--- config.mk ---
export PLATFORM = sky130hd
export DESIGN_NAME = block_tx_sender
export DESIGN_NICKNAME = d
export VERILOG_FILES = /design/src/rtl/simon_uart_pkg.sv /design/src/rtl/uart_char_tx.sv /design/src/rtl/block_tx_sender.sv
export SDC_FILE = /design/constraint.sdc
export NUM_CORES = 1
export LEC_CHECK = 0
export CAP_MARGIN = 20
export CORE_ASPECT_RATIO = 0.9
export CORE_MARGIN = 2
export CORE_UTILIZATION = 52
export DETAILED_ROUTE_END_ITERATION = 10
export PLACE_DENSITY = 0.82
export REMOVE_ABC_BUFFERS = 1
export SYNTH_ARGS = -nofsm -noshare
export SYNTH_HDL_FRONTEND = slang
export SYNTH_SLANG_ARGS = --single-unit
--- constraint.sdc ---
create_clock -name clk_100MHz -period 2.42 [get_ports clk_100MHz]
set_input_delay 0.484 -clock clk_100MHz [delete_from_list [all_inputs] [get_ports clk_100MHz]]
set_output_delay 0.484 -clock clk_100MHz [all_outputs]
set_load 0.01 [all_outputs]
--- src/rtl/simon_uart_pkg.sv ---
// Shared UART constants and the per-character FSM state encoding.
// Latency: n/a (declarations only).
// Backpressure: n/a.
package simon_uart_pkg;

    localparam int DEF_DBITS   = 8;   // data bits per character
    localparam int DEF_SB_TICK = 16;  // sample ticks per stop bit
    localparam int DEF_NBYTES  = 8;   // characters per block
    localparam int OVERSAMPLE  = 16;  // sample ticks per start/data bit

    typedef enum logic [1:0] {
        ST_IDLE  = 2'd0,
        ST_START = 2'd1,
        ST_DATA  = 2'd2,
        ST_STOP  = 2'd3
    } char_state_t;

endpackage

--- src/rtl/uart_char_tx.sv ---
// Serialises one UART character (start, DBITS data LSB-first, stop) on sample ticks.
// Latency: start bit on tx the clock after start; done strobes on the final stop tick.
// Backpressure: start is honoured in IDLE, or in STOP on the done clock for gap-free chaining.
//
// Ports: clk, reset (sync, active-high), sample_tick (16x baud), start/din (character
// request and data), tx (registered serial out, idle-high), done (combinational strobe,
// high on the clock the stop bit completes).
module uart_char_tx
    import simon_uart_pkg::*;
#(
    parameter int DBITS   = DEF_DBITS,
    parameter int SB_TICK = DEF_SB_TICK
) (
    input  logic             clk,
    input  logic             reset,
    input  logic             sample_tick,
    input  logic             start,
    input  logic [DBITS-1:0] din,
    output logic             tx,
    output logic             done
);

    localparam int TMAX = (SB_TICK > OVERSAMPLE) ? SB_TICK : OVERSAMPLE;
    localparam int TW   = (TMAX > 1) ? $clog2(TMAX) : 1;
    localparam int BW   = (DBITS > 1) ? $clog2(DBITS) : 1;
    localparam logic [TW-1:0] OS_LAST  = TW'(OVERSAMPLE - 1);
    localparam logic [TW-1:0] SB_LAST  = TW'(SB_TICK - 1);
    localparam logic [BW-1:0] BIT_LAST = BW'(DBITS - 1);

    char_state_t      state;
    logic [TW-1:0]    tick;
    logic [BW-1:0]    nbit;
    logic [DBITS-1:0] shreg;

    // Strobe is combinational so the sequencer can hand over the next byte on the
    // same clock, letting the next start bit follow the stop bit with no idle gap.
    assign done = (state == ST_STOP) && sample_tick && (tick == SB_LAST);

    always_ff @(posedge clk) begin
        if (reset) begin
            state <= ST_IDLE;
            tick  <= '0;
            nbit  <= '0;
            shreg <= '0;
            tx    <= 1'b1;
        end else begin
            case (state)
                ST_IDLE: begin
                    tx <= 1'b1;
                    if (start) begin
                        state <= ST_START;
                        tick  <= '0;
                        shreg <= din;
                        tx    <= 1'b0;
                    end
                end
                ST_START: begin
                    if (sample_tick) begin
                        if (tick == OS_LAST) begin
                            state <= ST_DATA;
                            tick  <= '0;
                            nbit  <= '0;
                            tx    <= shreg[0];
                        end else begin
                            tick <= tick + 1'b1;
                        end
                    end
                end
                ST_DATA: begin
                    if (sample_tick) begin
                        if (tick == OS_LAST) begin
                            tick <= '0;
                            if (nbit == BIT_LAST) begin
                                state <= ST_STOP;
                                tx    <= 1'b1;
                            end else begin
                                // tx takes the next bit before the shift lands
                                nbit  <= nbit + 1'b1;
                                shreg <= shreg >> 1;
                                tx    <= shreg[1];
                            end
                        end else begin
                            tick <= tick + 1'b1;
                        end
                    end
                end
                ST_STOP: begin
                    if (sample_tick) begin
                        if (tick == SB_LAST) begin
                            tick <= '0;
                            if (start) begin
                                state <= ST_START;
                                shreg <= din;
                                tx    <= 1'b0;
                            end else begin
                                state <= ST_IDLE;
                            end
                        end else begin
                            tick <= tick + 1'b1;
                        end
                    end
                end
                default: state <= ST_IDLE;
            endcase
        end
    end

endmodule

--- src/rtl/block_tx_sender.sv ---
// Sends an NBYTES block as back-to-back UART characters, lowest byte first.
// Latency: start bit on tx the clock after an accepted load; done one clock after the last stop tick.
// Backpressure: load is ignored while busy or on the done clock; no queueing.
//
// Ports: clk_100MHz, reset (sync, active-high), sample_tick (16x baud), load/block_in
// (block request), tx (serial out), busy (block in progress), done (end-of-block pulse),
// bytes_left (characters not yet fully sent).
module block_tx_sender
    import simon_uart_pkg::*;
#(
    parameter int DBITS   = DEF_DBITS,
    parameter int SB_TICK = DEF_SB_TICK,
    parameter int NBYTES  = DEF_NBYTES
) (
    input  logic                    clk_100MHz,
    input  logic                    reset,
    input  logic                    sample_tick,
    input  logic                    load,
    input  logic [DBITS*NBYTES-1:0] block_in,
    output logic                    tx,
    output logic                    busy,
    output logic                    done,
    output logic [3:0]              bytes_left
);

    localparam logic [3:0] NB = 4'(NBYTES);

    logic [DBITS*NBYTES-1:0] blk;   // bytes still to be handed to the character FSM
    logic                    accept;
    logic                    char_start;
    logic [DBITS-1:0]        char_din;
    logic                    char_done;
    logic                    more;

    // The done clock is excluded so a load coincident with done waits a clock.
    assign accept     = load && !busy && !done;
    assign more       = busy && char_done && (bytes_left != 4'd1);
    assign char_start = accept || more;
    assign char_din   = accept ? block_in[DBITS-1:0] : blk[DBITS-1:0];

    uart_char_tx #(
        .DBITS   (DBITS),
        .SB_TICK (SB_TICK)
    ) u_char (
        .clk         (clk_100MHz),
        .reset       (reset),
        .sample_tick (sample_tick),
        .start       (char_start),
        .din         (char_din),
        .tx          (tx),
        .done        (char_done)
    );

    always_ff @(posedge clk_100MHz) begin
        if (reset) begin
            blk        <= '0;
            busy       <= 1'b0;
            done       <= 1'b0;
            bytes_left <= '0;
        end else begin
            done <= 1'b0;
            if (accept) begin
                // byte 0 goes straight to the character FSM; keep the rest
                blk        <= block_in >> DBITS;
                busy       <= 1'b1;
                bytes_left <= NB;
            end else if (busy && char_done) begin
                bytes_left <= bytes_left - 4'd1;
                if (bytes_left == 4'd1) begin
                    busy <= 1'b0;
                    done <= 1'b1;
                end else begin
                    blk <= blk >> DBITS;
                end
            end
        end
    end

endmodule

==> summary.txt <==
Clocking
  • CTS tree: done
  • Root Driver: clkbuf_8
  • Sinks on Clock Net: 80
  • Post-CTS Repair Setup Buffers: 0
  • Total CTS buffers: 9
  • Post-cts resize count: 0
  • CTS Hold Bufs: 0
  • Worst-skew pair later-pin latency: about 0.36 ns
  • Htree depth: 3
  • Clock tree buffer depth: 2
  • Clock-pin slew on the worst setup and hold paths: ~0.08 ns

Cells and area
  • Fin nets: just under 600
  • Area delta synth->final: 27.4%
  • Final instance area: just under 5000 um2
  • Share of layout cells above drive strength 1: around 8%
  • Ant. Diodes: 0

STA
  • Final hold vios: 0
  • Minimum clock period: 2.13 ns
  • WHS: ~0.47 ns
  • Clk_skew: about 0.01 ns
  • Worst Tran Pin Value: about 0.5 ns
  • Slew Limit Headroom: between 60% and 70%
  • Max Transition Viols Final: 0
  • Fin crit share: 87.8%
  • Final setup fails: 0
  • RSZ-0062 raised after global routing: no
  • Max Freq: 470 MHz

Setup path
  • Critical path endpoint category: register
  • Critical Path Fanout Max: 30
  • Crit path launch: u_char.tick[0]
  • R2r setup slk: around 0.29 ns
  • R2R cell count: 6
  • RR Endpoint: blk[4]
  • Worst EP required: 2.67 ns
  • Critical path arrival: 2.38 ns
  • Worst r2r src: u_char.tick[0]
  • Critical path type: reg2reg
  • Critical Path Source Type: register

Logic synthesis
  • Yosys top cell area share: between 40 and 50%
  • Synth cell count leaders: dfxtp_1 (80), nor2_1 (74), mux2i_1 (55)
  • Synth area leaders: dfxtp_1 (41%), mux2i_1 (14%), a211oi_1 (9.3%), nor2_1 (7.1%), ha_1 (3.5%)
  • Leading area contributor after synthesis: dfxtp_1
  • Yosys reg bits: 80
  • YS warnings: 0
  • Syn avg cell area: 9.01 um2
  • Post-synth EDFFs: 0
  • Most used DFF post-synth: dfxtp_1
  • Distinct cell type count after synthesis: 46
  • Cells after Synth: approximately 430
  • Async SR Flop Fraction: 0%
  • Count leader, synth: dfxtp_1
  • Post-Synthesis Cell Area: 3890 um2
  • Sequential area share after synthesis: about two fifths

Detailed routing
  • Final WL: slightly below 9000 um
  • Total number of vias: approximately 3,400
  • DRT antenna net count: 0
  • 1st-iter DRT viols: about 170
  • Drt first pass iters: 4
  • Drt drc: 0
  • Post-DR vias/cell: about 5.6
  • Mean routed wirelength per cell: about 15 um

Run status
  • Status: completed

Min path
  • Worst Hold Class: reg2reg
  • Hold wc startpoint: u_char.shreg[5]
  • Hold Path Cell Cnt: 2
  • Hold path endpoint: u_char.shreg[5]

Placed design
  • Final RePlAce weighted congestion: 0.905
  • IO Port Bufs: 74
  • HPWL after detailed placement: around 6000 um
  • Placed inst area: between 4000 and 5000 um2

Run
  • Max Cap Viol: 0

Floorplanning
  • Row count: 29
  • Initial core utilization: roughly 54%
  • DIE AREA: 8200 um2
  • Chip width: about 95 um
  • Die Y: around 86 um
  • # IOs: 75
  • Core area: ~7100 um2

Global routing
  • M1 GR Usage: between 20 and 30%
  • Grt ovf: 0
  • Antenna violations before repair: 0
  • Total track usage: between 20% and 30%
  • Met2 Use GR: between 30 and 40%
  • First-pass GRT wire length: ~14,000 um
  • Largest net degree at the start of global routing: 105
  • Grt met3 use: between 7 and 8%
  • Vias in the first global route: ~3,100
  • Most Used Layer, Global Route: met2

Pwr
  • Max IR drop VDD: roughly 0.4 mV
  • Power Dens Cells: about 660 nW/um2
  • Leak: 0.00175 uW
## worst max-delay path by stage
stage,to,cells after the start
2_1_floorplan,blk[0],5
3_3_place_gp,blk[34],6
5_1_grt,blk[4],6
4_1_cts,blk[4],6
6_report,blk[4],6
3_5_place_dp,blk[41],6
## area by class of cell
| class | instances | area (um2) |
|---|---|---|
| clock buffers | 11 | 131 |
| clock inverters | 5 | 57.6 |
| fillers | 551 | 2190 |
| inverters | 8 | 30.0 |
| multi-input cells | 310 | 2120 |
| flip-flops and latches | 80 | 1600 |
| well taps | 93 | 116 |
| repair buffers | 90 | 906 |
## cell usage in the layout, fill, tap and decap left out, types with 2 or more instances in the layout
master | synthesis | routed
buf_12 | 0 | 4
nor2_1 | 74 | 74
nor3_1 | 5 | 5
a21oi_1 | 14 | 14
buf_4 | 3 | 12
clkdlybuf4s50_1 | 0 | 73
nor3b_2 | 1 | 2
dfxtp_1 | 80 | 80
ha_1 | 11 | 11
o31ai_1 | 3 | 3
nor2b_1 | 2 | 2
clkinvlp_4 | 0 | 3
a22oi_1 | 11 | 11
a31oi_1 | 2 | 2
nand2_1 | 30 | 30
o21ai_0 | 9 | 9
a211oi_1 | 48 | 48
inv_1 | 8 | 8
clkbuf_8 | 0 | 9
and2_1 | 2 | 2
nand3_1 | 7 | 7
a311o_1 | 7 | 7
mux2i_1 | 55 | 55
a2111oi_0 | 2 | 2
o21a_1 | 2 | 2
clkbuf_1 | 23 | 2
xor2_1 | 2 | 2
nand4_1 | 2 | 2
o21ai_1 | 2 | 2
## critical path: stages (launching register included)
cell      delay [ns]
dfxtp_1         0.40
ha_1            0.31
nand4_2         0.27
nor3_4          0.38
buf_12          0.26
mux2i_1         0.11
a211oi_1        0.27
## power breakdown
part	switching [uW]	internal [uW]	total (uW)
combinational	420	395	815
clock	476	475	951
sequential	83.7	1440	1530
## kinds of logic (layout without fill, tap and decap cells)
group / after synthesis / after routing / share of synthesized area, %
XOR/XNOR: 3 / 3 / 0.675
multiplexers: 55 / 55 / 14.1
adder cells (fa/ha/maj): 11 / 11 / 3.53
AND/OR/NAND/NOR: 132 / 132 / 14.9
AO/OA/AOI/OAI: 109 / 109 / 20.8
buffers and inverters: 42 / 114 / 4.79
flip-flops: 80 / 80 / 41.1
## state kept, by name, summed over array words and instances (netlist names)
register      count
blk              56
busy              1
bytes_left        4
done              1
u_char.nbit       3
u_char.shreg      8
u_char.state      2
u_char.tick       4
u_char.tx         1
## metal layers
layer | routed length [um] | part of all wire, % | vias to the layer above
met5 | 0 | 0 | -
met4 | 60 | 0.68 | 0
met3 | 478 | 5.4 | 6
met2 | 4070 | 46 | 79
met1 | 4200 | 48 | 1568
li1 | - | - | 1703
## metrics by stage
stage / TNS (ns) / instances / utilization [%] / power, uW / worst slack, ns
after floorplan: -104.87 / 398 / - / 2040 / -1.90
after global placement: 0 / 581 / 66.8 / 2330 / 0.0845
after detailed placement: 0 / 581 / 66.8 / 2360 / 0.00457
after CTS: 0 / 597 / 69.4 / 3300 / 0.284
after global routing: 0 / 597 / 69.4 / 3460 / 0.133
final: 0 / 597 / 69.4 / 3290 / 0.294
Power figures use the tool's default switching activity.
